`src/rtl/player_pkg.sv`:
```
// Shared types, keycode defaults and helpers for the per-player movement engine.
package player_pkg;

  typedef enum logic [1:0] {OFF = 2'd0, IDLE = 2'd1, HOP = 2'd2, DEAD = 2'd3} anim_state_t;
  typedef enum logic [1:0] {UP = 2'd0, DOWN = 2'd1, LEFT = 2'd2, RIGHT = 2'd3} dir_t;

  localparam int unsigned COORD_W = 10;
  typedef logic [COORD_W-1:0] coord_t;

  localparam logic [7:0] P1_KEY_UP    = 8'h1A;
  localparam logic [7:0] P1_KEY_DOWN  = 8'h16;
  localparam logic [7:0] P1_KEY_LEFT  = 8'h04;
  localparam logic [7:0] P1_KEY_RIGHT = 8'h07;

  localparam logic [7:0] P2_KEY_UP    = 8'h52;
  localparam logic [7:0] P2_KEY_DOWN  = 8'h51;
  localparam logic [7:0] P2_KEY_LEFT  = 8'h50;
  localparam logic [7:0] P2_KEY_RIGHT = 8'h4F;

  // One frame of motion toward tgt; snaps onto tgt when it is within one step.
  function automatic coord_t step_toward(input coord_t cur, input coord_t tgt, input coord_t step);
    coord_t res;
    res = cur;
    if (cur < tgt) begin
      res = ((tgt - cur) <= step) ? tgt : cur + step;
    end else if (cur > tgt) begin
      res = ((cur - tgt) <= step) ? tgt : cur - step;
    end
    return res;
  endfunction

endpackage

```
`src/rtl/player_key_decode.sv`:
```
// Scans the keycode report slots and reduces them to at most one direction request.
module player_key_decode
  import player_pkg::*;
#(
  parameter int unsigned NUM_KEYS  = 6,
  parameter logic [7:0]  KEY_UP    = P1_KEY_UP,
  parameter logic [7:0]  KEY_DOWN  = P1_KEY_DOWN,
  parameter logic [7:0]  KEY_LEFT  = P1_KEY_LEFT,
  parameter logic [7:0]  KEY_RIGHT = P1_KEY_RIGHT
) (
  input  logic [8*NUM_KEYS-1:0] i_keycodes,
  output logic                  o_valid_c,
  output dir_t                  o_dir_c
);

  logic w_up;
  logic w_dn;
  logic w_lt;
  logic w_rt;

  always_comb begin
    w_up = 1'b0;
    w_dn = 1'b0;
    w_lt = 1'b0;
    w_rt = 1'b0;
    for (int i = 0; i < int'(NUM_KEYS); i++) begin
      if (i_keycodes[i*8 +: 8] == KEY_UP)    w_up = 1'b1;
      if (i_keycodes[i*8 +: 8] == KEY_DOWN)  w_dn = 1'b1;
      if (i_keycodes[i*8 +: 8] == KEY_LEFT)  w_lt = 1'b1;
      if (i_keycodes[i*8 +: 8] == KEY_RIGHT) w_rt = 1'b1;
    end
  end

  // Opposing keys cancel per axis, then fixed priority UP > DOWN > LEFT > RIGHT.
  always_comb begin
    o_valid_c = 1'b0;
    o_dir_c   = UP;
    if (w_up && !w_dn) begin
      o_valid_c = 1'b1;
      o_dir_c   = UP;
    end else if (w_dn && !w_up) begin
      o_valid_c = 1'b1;
      o_dir_c   = DOWN;
    end else if (w_lt && !w_rt) begin
      o_valid_c = 1'b1;
      o_dir_c   = LEFT;
    end else if (w_rt && !w_lt) begin
      o_valid_c = 1'b1;
      o_dir_c   = RIGHT;
    end
  end

endmodule

```
`src/rtl/player_hopper.sv`:
```
// Per-player grid-hop movement engine: key requests become animated hops, with death and respawn.
module player_hopper
  import player_pkg::*;
#(
  parameter int unsigned NUM_KEYS     = 6,
  parameter logic [7:0]  KEY_UP       = P1_KEY_UP,
  parameter logic [7:0]  KEY_DOWN     = P1_KEY_DOWN,
  parameter logic [7:0]  KEY_LEFT     = P1_KEY_LEFT,
  parameter logic [7:0]  KEY_RIGHT    = P1_KEY_RIGHT,
  parameter int unsigned SPAWN_X      = 220,
  parameter int unsigned SPAWN_Y      = 400,
  parameter int unsigned X_MIN        = 0,
  parameter int unsigned X_MAX        = 624,
  parameter int unsigned Y_MIN        = 32,
  parameter int unsigned Y_MAX        = 448,
  parameter int unsigned HOP_DIST     = 16,
  parameter int unsigned STEP         = 4,
  parameter int unsigned ANIM_DIV     = 4,
  parameter int unsigned ANIM_FRAMES  = 4,
  parameter int unsigned DEATH_FRAMES = 60
) (
  input  logic                  FrameClk,
  input  logic                  ResetN,
  input  logic                  SpawnEnable,
  input  logic                  Kill,
  input  logic [8*NUM_KEYS-1:0] Keycodes,
  output logic [9:0]            PlayerX,
  output logic [9:0]            PlayerY,
  output logic [1:0]            Facing,
  output logic [1:0]            AnimState,
  output logic [2:0]            AnimFrame,
  output logic                  Dead
);

  localparam int unsigned EXT_W = COORD_W + 1;
  localparam int unsigned DIV_W = (ANIM_DIV > 1) ? $clog2(ANIM_DIV) : 1;
  localparam int unsigned CNT_W = (DEATH_FRAMES > 1) ? $clog2(DEATH_FRAMES) : 1;

  localparam logic [EXT_W-1:0] EXT_HOP   = EXT_W'(HOP_DIST);
  localparam logic [EXT_W-1:0] EXT_X_MIN = EXT_W'(X_MIN);
  localparam logic [EXT_W-1:0] EXT_X_MAX = EXT_W'(X_MAX);
  localparam logic [EXT_W-1:0] EXT_Y_MIN = EXT_W'(Y_MIN);
  localparam logic [EXT_W-1:0] EXT_Y_MAX = EXT_W'(Y_MAX);
  localparam coord_t           C_SPAWN_X = COORD_W'(SPAWN_X);
  localparam coord_t           C_SPAWN_Y = COORD_W'(SPAWN_Y);
  localparam coord_t           C_STEP    = COORD_W'(STEP);

  anim_state_t      r_state,  w_nxt_state;
  coord_t           r_x,      w_nxt_x;
  coord_t           r_y,      w_nxt_y;
  coord_t           r_tx,     w_nxt_tx;
  coord_t           r_ty,     w_nxt_ty;
  dir_t             r_facing, w_nxt_facing;
  logic [2:0]       r_frame,  w_nxt_frame;
  logic [DIV_W-1:0] r_div,    w_nxt_div;
  logic [CNT_W-1:0] r_cnt,    w_nxt_cnt;
  logic             r_dead,   w_nxt_dead;

  logic             w_req_valid;
  dir_t             w_req_dir;
  logic [EXT_W-1:0] w_x_ext;
  logic [EXT_W-1:0] w_y_ext;
  logic [EXT_W-1:0] w_x_dec;
  logic [EXT_W-1:0] w_y_dec;
  logic [EXT_W-1:0] w_x_inc;
  logic [EXT_W-1:0] w_y_inc;
  coord_t           w_tgt_x;
  coord_t           w_tgt_y;
  coord_t           w_step_x;
  coord_t           w_step_y;

  player_key_decode #(
    .NUM_KEYS  (NUM_KEYS),
    .KEY_UP    (KEY_UP),
    .KEY_DOWN  (KEY_DOWN),
    .KEY_LEFT  (KEY_LEFT),
    .KEY_RIGHT (KEY_RIGHT)
  ) u_key_decode (
    .i_keycodes (Keycodes),
    .o_valid_c  (w_req_valid),
    .o_dir_c    (w_req_dir)
  );

  // Candidate hop targets kept 11 bits wide so a step below the low bound cannot wrap.
  assign w_x_ext = {1'b0, r_x};
  assign w_y_ext = {1'b0, r_y};
  assign w_x_dec = w_x_ext - EXT_HOP;
  assign w_y_dec = w_y_ext - EXT_HOP;
  assign w_x_inc = w_x_ext + EXT_HOP;
  assign w_y_inc = w_y_ext + EXT_HOP;

  always_comb begin
    w_tgt_x = r_x;
    w_tgt_y = r_y;
    case (w_req_dir)
      UP:      w_tgt_y = (w_y_ext < EXT_Y_MIN + EXT_HOP) ? COORD_W'(Y_MIN) : w_y_dec[COORD_W-1:0];
      DOWN:    w_tgt_y = (w_y_inc > EXT_Y_MAX)           ? COORD_W'(Y_MAX) : w_y_inc[COORD_W-1:0];
      LEFT:    w_tgt_x = (w_x_ext < EXT_X_MIN + EXT_HOP) ? COORD_W'(X_MIN) : w_x_dec[COORD_W-1:0];
      RIGHT:   w_tgt_x = (w_x_inc > EXT_X_MAX)           ? COORD_W'(X_MAX) : w_x_inc[COORD_W-1:0];
      default: ;
    endcase
  end

  assign w_step_x = step_toward(r_x, r_tx, C_STEP);
  assign w_step_y = step_toward(r_y, r_ty, C_STEP);

  // Next-state, position, facing, death counter and animation.
  always_comb begin
    w_nxt_state  = r_state;
    w_nxt_x      = r_x;
    w_nxt_y      = r_y;
    w_nxt_tx     = r_tx;
    w_nxt_ty     = r_ty;
    w_nxt_facing = r_facing;
    w_nxt_frame  = r_frame;
    w_nxt_div    = r_div;
    w_nxt_cnt    = r_cnt;

    if (!SpawnEnable) begin
      w_nxt_state  = OFF;
      w_nxt_x      = C_SPAWN_X;
      w_nxt_y      = C_SPAWN_Y;
      w_nxt_facing = UP;
      w_nxt_cnt    = '0;
    end else begin
      case (r_state)
        OFF: w_nxt_state = IDLE;
        IDLE: begin
          if (Kill) begin
            w_nxt_state = DEAD;
            w_nxt_cnt   = '0;
          end else if (w_req_valid) begin
            w_nxt_facing = w_req_dir;
            if ((w_tgt_x != r_x) || (w_tgt_y != r_y)) begin
              w_nxt_tx    = w_tgt_x;
              w_nxt_ty    = w_tgt_y;
              w_nxt_state = HOP;
            end
          end
        end
        HOP: begin
          if (Kill) begin
            w_nxt_state = DEAD;
            w_nxt_cnt   = '0;
          end else begin
            w_nxt_x = w_step_x;
            w_nxt_y = w_step_y;
            if ((w_step_x == r_tx) && (w_step_y == r_ty)) w_nxt_state = IDLE;
          end
        end
        DEAD: begin
          if (r_cnt == CNT_W'(DEATH_FRAMES - 1)) begin
            w_nxt_state  = IDLE;
            w_nxt_x      = C_SPAWN_X;
            w_nxt_y      = C_SPAWN_Y;
            w_nxt_facing = UP;
            w_nxt_cnt    = '0;
          end else begin
            w_nxt_cnt = r_cnt + CNT_W'(1);
          end
        end
        default: w_nxt_state = OFF;
      endcase
    end

    if (w_nxt_state != r_state) begin
      w_nxt_frame = '0;
      w_nxt_div   = '0;
    end else if ((r_state == HOP) || (r_state == DEAD)) begin
      if (r_div == DIV_W'(ANIM_DIV - 1)) begin
        w_nxt_div   = '0;
        w_nxt_frame = (r_frame == 3'(ANIM_FRAMES - 1)) ? 3'd0 : r_frame + 3'd1;
      end else begin
        w_nxt_div = r_div + DIV_W'(1);
      end
    end else begin
      w_nxt_frame = '0;
      w_nxt_div   = '0;
    end

    w_nxt_dead = (w_nxt_state == DEAD);
  end

  always_ff @(posedge FrameClk or negedge ResetN) begin
    if (!ResetN) begin
      r_state  <= OFF;
      r_x      <= C_SPAWN_X;
      r_y      <= C_SPAWN_Y;
      r_tx     <= C_SPAWN_X;
      r_ty     <= C_SPAWN_Y;
      r_facing <= UP;
      r_frame  <= '0;
      r_div    <= '0;
      r_cnt    <= '0;
      r_dead   <= 1'b0;
    end else begin
      r_state  <= w_nxt_state;
      r_x      <= w_nxt_x;
      r_y      <= w_nxt_y;
      r_tx     <= w_nxt_tx;
      r_ty     <= w_nxt_ty;
      r_facing <= w_nxt_facing;
      r_frame  <= w_nxt_frame;
      r_div    <= w_nxt_div;
      r_cnt    <= w_nxt_cnt;
      r_dead   <= w_nxt_dead;
    end
  end

  assign PlayerX   = r_x;
  assign PlayerY   = r_y;
  assign Facing    = 2'(r_facing);
  assign AnimState = 2'(r_state);
  assign AnimFrame = r_frame;
  assign Dead      = r_dead;

endmodule

```
`config.mk`:
```
export PLATFORM = sky130hd
export DESIGN_NAME = player_hopper
export DESIGN_NICKNAME = d
export VERILOG_FILES = /design/src/rtl/player_pkg.sv /design/src/rtl/player_key_decode.sv /design/src/rtl/player_hopper.sv
export SDC_FILE = /design/constraint.sdc
export NUM_CORES = 1
export LEC_CHECK = 0
export CORE_MARGIN = 1
export CORE_UTILIZATION = 59
export DETAILED_ROUTE_END_ITERATION = 16
export PLACE_DENSITY = 0.82
export SETUP_SLACK_MARGIN = 0.02
export SLEW_MARGIN = 20
export SYNTH_ARGS = -nofsm -noshare
export SYNTH_HDL_FRONTEND = slang
export SYNTH_SLANG_ARGS = --single-unit
```
`constraint.sdc`:
```
create_clock -name FrameClk -period 13.6 [get_ports FrameClk]
set_input_delay 2.04 -clock FrameClk [delete_from_list [all_inputs] [get_ports FrameClk]]
set_output_delay 2.04 -clock FrameClk [all_outputs]
set_load 0.05 [all_outputs]
```
---- After elaboration in Yosys (flattened, before gate mapping) ----
Index checks and enable logic that the tools add are counted.
Widths: inputs -> output; s select.
word-level totals
  word-level logic and storage cells ...... 182
  input port bits ......................... 52
  bits in registers ....................... 56
  output and inout port bits .............. 28
operators by class
  $add $sub $neg .......................... 15
  reductions and logical operators ........ 18
  magnitude comparators ................... 12
  muxes and demuxes ....................... 78
  bitwise logic cells ..................... 1
  eq/ne operators ......................... 48
operators by type and width
  operator               count
  $mux 10                18
  $eq 8x3->1 const B     12
  $eq 8x5->1 const B     12
  $pmux 10 s2            4
  $le 10x3->1 const B    4
  $sub 10x10->10         4
  $mux 2                 18
  $mux 1                 28
  $add 10x5->11 const B  2
  $add 10x3->10 const B  2
  $eq 10x10->1           2
  $gt 10x10->1           2
  $lt 10x10->1           2
  $ne 10x10->1           2
  $sub 10x3->10 const B  2
  $sub 10x5->10 const B  2
  $mux 6                 3
  $eq 2x2->1 const B     6
  $mux 3                 4
  $ne 3x2->1 const B     4
  $pmux 6 s2             1
  $gt 11x10->1 const B   1
  $gt 11x9->1 const B    1
  $lt 10x5->1 const B    1
  22 further kinds       35

---- Longest topological paths before layout ----
  word-level depth ........................ 24
  depth in mapped cells ................... 18
  gate-level depth less buffers ........... 17

---- Cells and area by module ----
A second synthesis with hierarchy kept.
second synthesis, totals
  cells, all modules ...................... 1116
  area total of the unflattened synthesis .. 7973.9 µm²
modules (own cells, without submodules)
  module             seq. area each (µm²)  instances  area an instance (µm²)  cells an instance
  player_hopper      1421.4                1          7528.5                  1049
  player_key_decode  0.0                   1          445.4                   67

---- Worst setup path after synthesis ----
OpenSTA, ideal clock, no wires.
  path kind ............................... input to register
  start ................................... in Keycodes[5]
  end ..................................... reg r_ty[0]
  setup slack ............................. 8.196 ns
  stages on the path ...................... 15
  arrival ................................. 5.276 ns
  setup time .............................. 0.128 ns
  buffers on the path ..................... 2
  required time ........................... 13.472 ns
  cells stage by stage .................... or3_1 or3b_1 nor3_1 nor4_1 ha_1 nor2b_1 maj3_2 buf_2 a221oi_2 o21ai_1 a31oi_1 o21bai_1 nor2_1 buf_4 mux2_1
between the ends
  cells in the longest elaborated chain, start to end .. 18
  elaborated cells on any way between the ends .. 54
  classes of those cells .................. eq/ne (9); mux (34); reduce/logical (11)
ends and longest elaborated chain
  item                                      line                     RTL
  from (decl)                               player_hopper.sv:26      input logic [8*NUM_KEYS-1:0] Keycodes,
  $eq 8x3->1                                player_key_decode.sv:29  if (i_keycodes[i*8 +: 8] == KEY_LEFT) w_lt = 1'b1;
  $mux 1 (6 in a row)                       player_key_decode.sv:29
  $logic_not 1->1                           player_key_decode.sv:47  end else if (w_rt && !w_lt) begin
  $logic_and 1x1->1                         player_key_decode.sv:47
  $mux 2                                    player_key_decode.sv:47
  $mux 2                                    player_key_decode.sv:44  end else if (w_lt && !w_rt) begin
  $mux 2                                    player_key_decode.sv:41  end else if (w_dn && !w_up) begin
  $mux 2                                    player_key_decode.sv:38  if (w_up && !w_dn) begin
  $eq 2x2->1, or another cell as far along  player_hopper.sv:95      case (w_req_dir)
  $pmux 10 s2                               player_hopper.sv:95
  $ne 10x10->1                              player_hopper.sv:134     if ((w_tgt_x != r_x) || (w_tgt_y != r_y)) begin
  $logic_or 1x1->1                          player_hopper.sv:134
  $reduce_and 5->1 (no line)                n/a
  to (signal assigned)                      player_hopper.sv:201     r_ty <= w_nxt_ty;
  to (decl)                                 player_hopper.sv:52      coord_t r_ty, w_nxt_ty;
Several ways; a longest one is shown, not always the timed one.
A chain may end at the register's enable or synchronous reset.

---- Worst setup path in the final report ----
  start ................................... reg r_x[4] (netlist: PlayerX[4])
  end ..................................... reg r_dead (netlist: Dead)
between the ends
  cells in the longest elaborated chain, start to end .. 12
  elaborated cells on any way between the ends .. 31
  classes of those cells .................. add/sub (6); order compare (6); eq/ne (3); mux (14); reduce/logical (2)
ends and longest elaborated chain
  item                                              line                                        RTL
  from (decl)                                       player_hopper.sv:49                         coord_t r_x, w_nxt_x;
  from (signal assigned)                            player_hopper.sv:198                        r_x <= w_nxt_x;
  $add 10x5->11 or $sub 10x10->10 (tied branches)   player_hopper.sv:89, player_pkg.sv:27
  $gt 11x10->1 or $le 10x3->1 (tied branches)       player_hopper.sv:99, player_pkg.sv:27
  $mux 10 (on tied branches)                        player_hopper.sv:99, player_pkg.sv:27
  $pmux 10 s2 or $mux 10 (tied branches)            player_hopper.sv:95, player_pkg.sv:26
  $ne 10x10->1 or $mux 10 (tied branches)           player_hopper.sv:134, player_pkg.sv:24
  $logic_or 1x1->1 or $eq 10x10->1 (tied branches)  player_hopper.sv:134, player_hopper.sv:148
  $mux 2 or $logic_and 1x1->1 (tied branches)       player_hopper.sv:134, player_hopper.sv:148
  $mux 2 (on tied branches)                         player_hopper.sv:132, player_hopper.sv:148
  $mux 2 (on tied branches)                         player_hopper.sv:129, player_hopper.sv:142
  $pmux 2 s4 *                                      player_hopper.sv:126                        case (r_state)
  $mux 2 *                                          player_hopper.sv:119                        if (!SpawnEnable) begin
  $eq 2x2->1 *                                      player_hopper.sv:181                        w_nxt_dead = (w_nxt_state == DEAD);
  net w_nxt_dead                                    player_hopper.sv:57                         logic r_dead, w_nxt_dead;
  to (signal assigned)                              player_hopper.sv:206                        r_dead <= w_nxt_dead;
  to (decl)                                         player_hopper.sv:57
Mark *: on every way through the listed nets, which the timed path passes. The rest lies on a longest branch.

==> metrics <==
status finished, final reports clean; DR WL/cell 19.3 um; htree depth 2; total grt overflow 0; CTS root buf clkbuf_16; all-layer global routing usage 35.4%; DR vias 9265; area grow syn2layout 11.0%; Final Hold Viols 0; first-pass GRT wire length 41200 um; final setup TNS 0 ns; Critical Path RT 13.84 ns; post-synth cell types 96; worst hold slack 0.468 ns; Vias/cell 6.93; CTS Sinks 56; Die W 120 um; # rows 42; Max stage delay on crit path 0.92 ns; final WL 25700 um; final setup vio count 0; post-route DRC violation count 0; clk slew on worst S/H paths 0.08 ns; die height 120 um; Top-Level Pins 80; gpl congestion 0.961; largest net degree at the start of global routing 57; synth top area cells dfrtp_1 12%, ha_1 8.8%, a21oi_1 5.1%; Final nets 1269; DP HPWL 18800 um; Mean Syn Cell Area 7.27 um2; Ys Warns 0; setup slack after placement 7.20 ns; dominant cell type by area after synthesis dfrtp_1; cell family with most CP delay compound AO/OA/AOI/OAI gates; Initial DRT Pass Iterations 6; register bit total from synthesis 56; CTS buffer count 5; commonest non-fill, non-tap cell in the layout nand2_1; Worst Setup Path Type reg -> reg; CP max-delay cell o311ai_0; RSZ-0062 raised after global routing no; syn_nets 1249; Setup Fix Bufs, Post-CTS 0; initial antenna violation count 0; starting density of the core 61.6%; min-delay worst type reg -> reg; VDD IR max 0.0596 mV; DRT antenna net count 0; P_leak 3.62 nW; vias in the first global route 8350; most frequent cells in the layout 101 x nand2_1, 85 x a21oi_1, 80 x o21ai_0, 80 x nor2_1, 78 x clkdlybuf4s50_1; CP max FO 18; share of layout cells above drive strength 1 6.12%; CTS max path bufs 2; Slew HR 23.9%; Initial DRC Count 1017; share of the synthesized area in the top cell type 12.1%; clock period minus worst slack 6.15 ns; Hold Buf Count CTS 0; Synth Instances 1139; antenna fix cells 0; Worst Setup End Kind register; setup ws final 7.45 ns; skew final 0.00676 ns; sequential cell area fraction in the yosys report 17.2%; pwr/cell area 84.3 nW/um2; Post-synth EDFFs 0; Worst Max-Slew Pin Slew 1.13 ns; crit share post-route 45.2%; CTS tree yes; multi-input logic area 6310 um2; FFs w/ async S/R, synth 100%; Max Transition Viols Final 0; Syn Std Cell Area 8280 um2; CP Buf/Inv Count 1; crit-path cells clkinv_1 > ha_1 > xor2_1 > o41a_1 > nor4b_1 > nand4_1 > nor2_1 > nand2_1 > a31o_1 > o311ai_0 > o2111ai_1 > a211oi_2; core area 13500 um2; max cap viols 0; Fmax achieved 0.163 GHz; Die ar. 14500 um2; worst endpoint data arrival time 6.40 ns; Sequential Area 1420 um2; overall power consumption 775 uW; port bufs 79; Fillers 1205; post-cts sizing count 0; Worst Setup Start Kind register; Clock Latency Late Sink 0.32 ns; Synth Flop Type dfrtp_1
==> layer usage <==
layer / part of all wire, % / track usage, %
met1: 41 / 46.8
met2: 45 / 55.8
met3: 11 / 6.56
met4: 3.6 / 16.5
met5: 0 / 0
==> where the power goes <==
| part | internal, mW | switching (mW) |
|---|---|---|
| sequential | 0.183 | 0.0298 |
| clock | 0.0694 | 0.0723 |
| combinational | 0.164 | 0.257 |
| total | 0.416 | 0.359 |
==> sequential cells by signal, summed over array words and instances, names as in the netlist <==
register   cells
r_cnt          6
r_tx          10
Dead           1
PlayerX       10
PlayerY       10
Facing         2
AnimState      2
AnimFrame      3
r_div          2
r_ty          10
==> kinds of logic after synthesis <==
logic type                 synth area share, %
DFF                                       17.2
muxes                                     4.02
AOI/OAI and AO/OA                         32.0
adders and majority gates                 8.90
buffers and inverters                     6.74
xor gates and xnor gates                  4.76
and+or+nand+nor                           26.4
==> worst paths after layout <==
check,endpoint,slack [ns],from,depth (start not counted)
min in group asynchronous,PlayerY[6],1.89,ResetN,2
max in group asynchronous,Facing[0],11.20,ResetN,2
max,Dead,7.45,PlayerX[4],12
min,r_div[0],0.47,r_div[0],1
min reg2reg,r_div[0],0.47,r_div[0],1
max reg2reg,Dead,7.45,PlayerX[4],12
==> synthesized netlist by cell type, drive strengths merged, types with 18 or more instances <==
cell type	instances
ha	58
nor2	81
nand2	101
a31oi	20
nor3	50
xnor2	36
inv	61
clkbuf	61
dfrtp	40
a21o	19
nand2b	18
a21oi	86
nand3	43
nor2b	24
nand4	18
o21ai	81
or3	20
mux2i	22
==> metrics by stage <==
stage	std cells	cell area [um2]	util [%]
final	1336	9190	68.3
after global routing	1336	9190	68.3
after CTS	1336	9190	68.3
after detailed placement	1328	9040	67.2
after global placement	1328	9040	67.2
after floorplan	1139	8280	-
==> area by class of cell <==
cell class | instances | area share [%]
clock buffer | 5 | 1.36
sequential | 56 | 15.5
clock inverter | 3 | 0.245
tap | 176 | 2.40
timing repair buffer | 87 | 9.20
multi-input combinational | 944 | 68.7
inverter | 65 | 2.65
No activity file was read; power rests on OpenSTA's default activity.
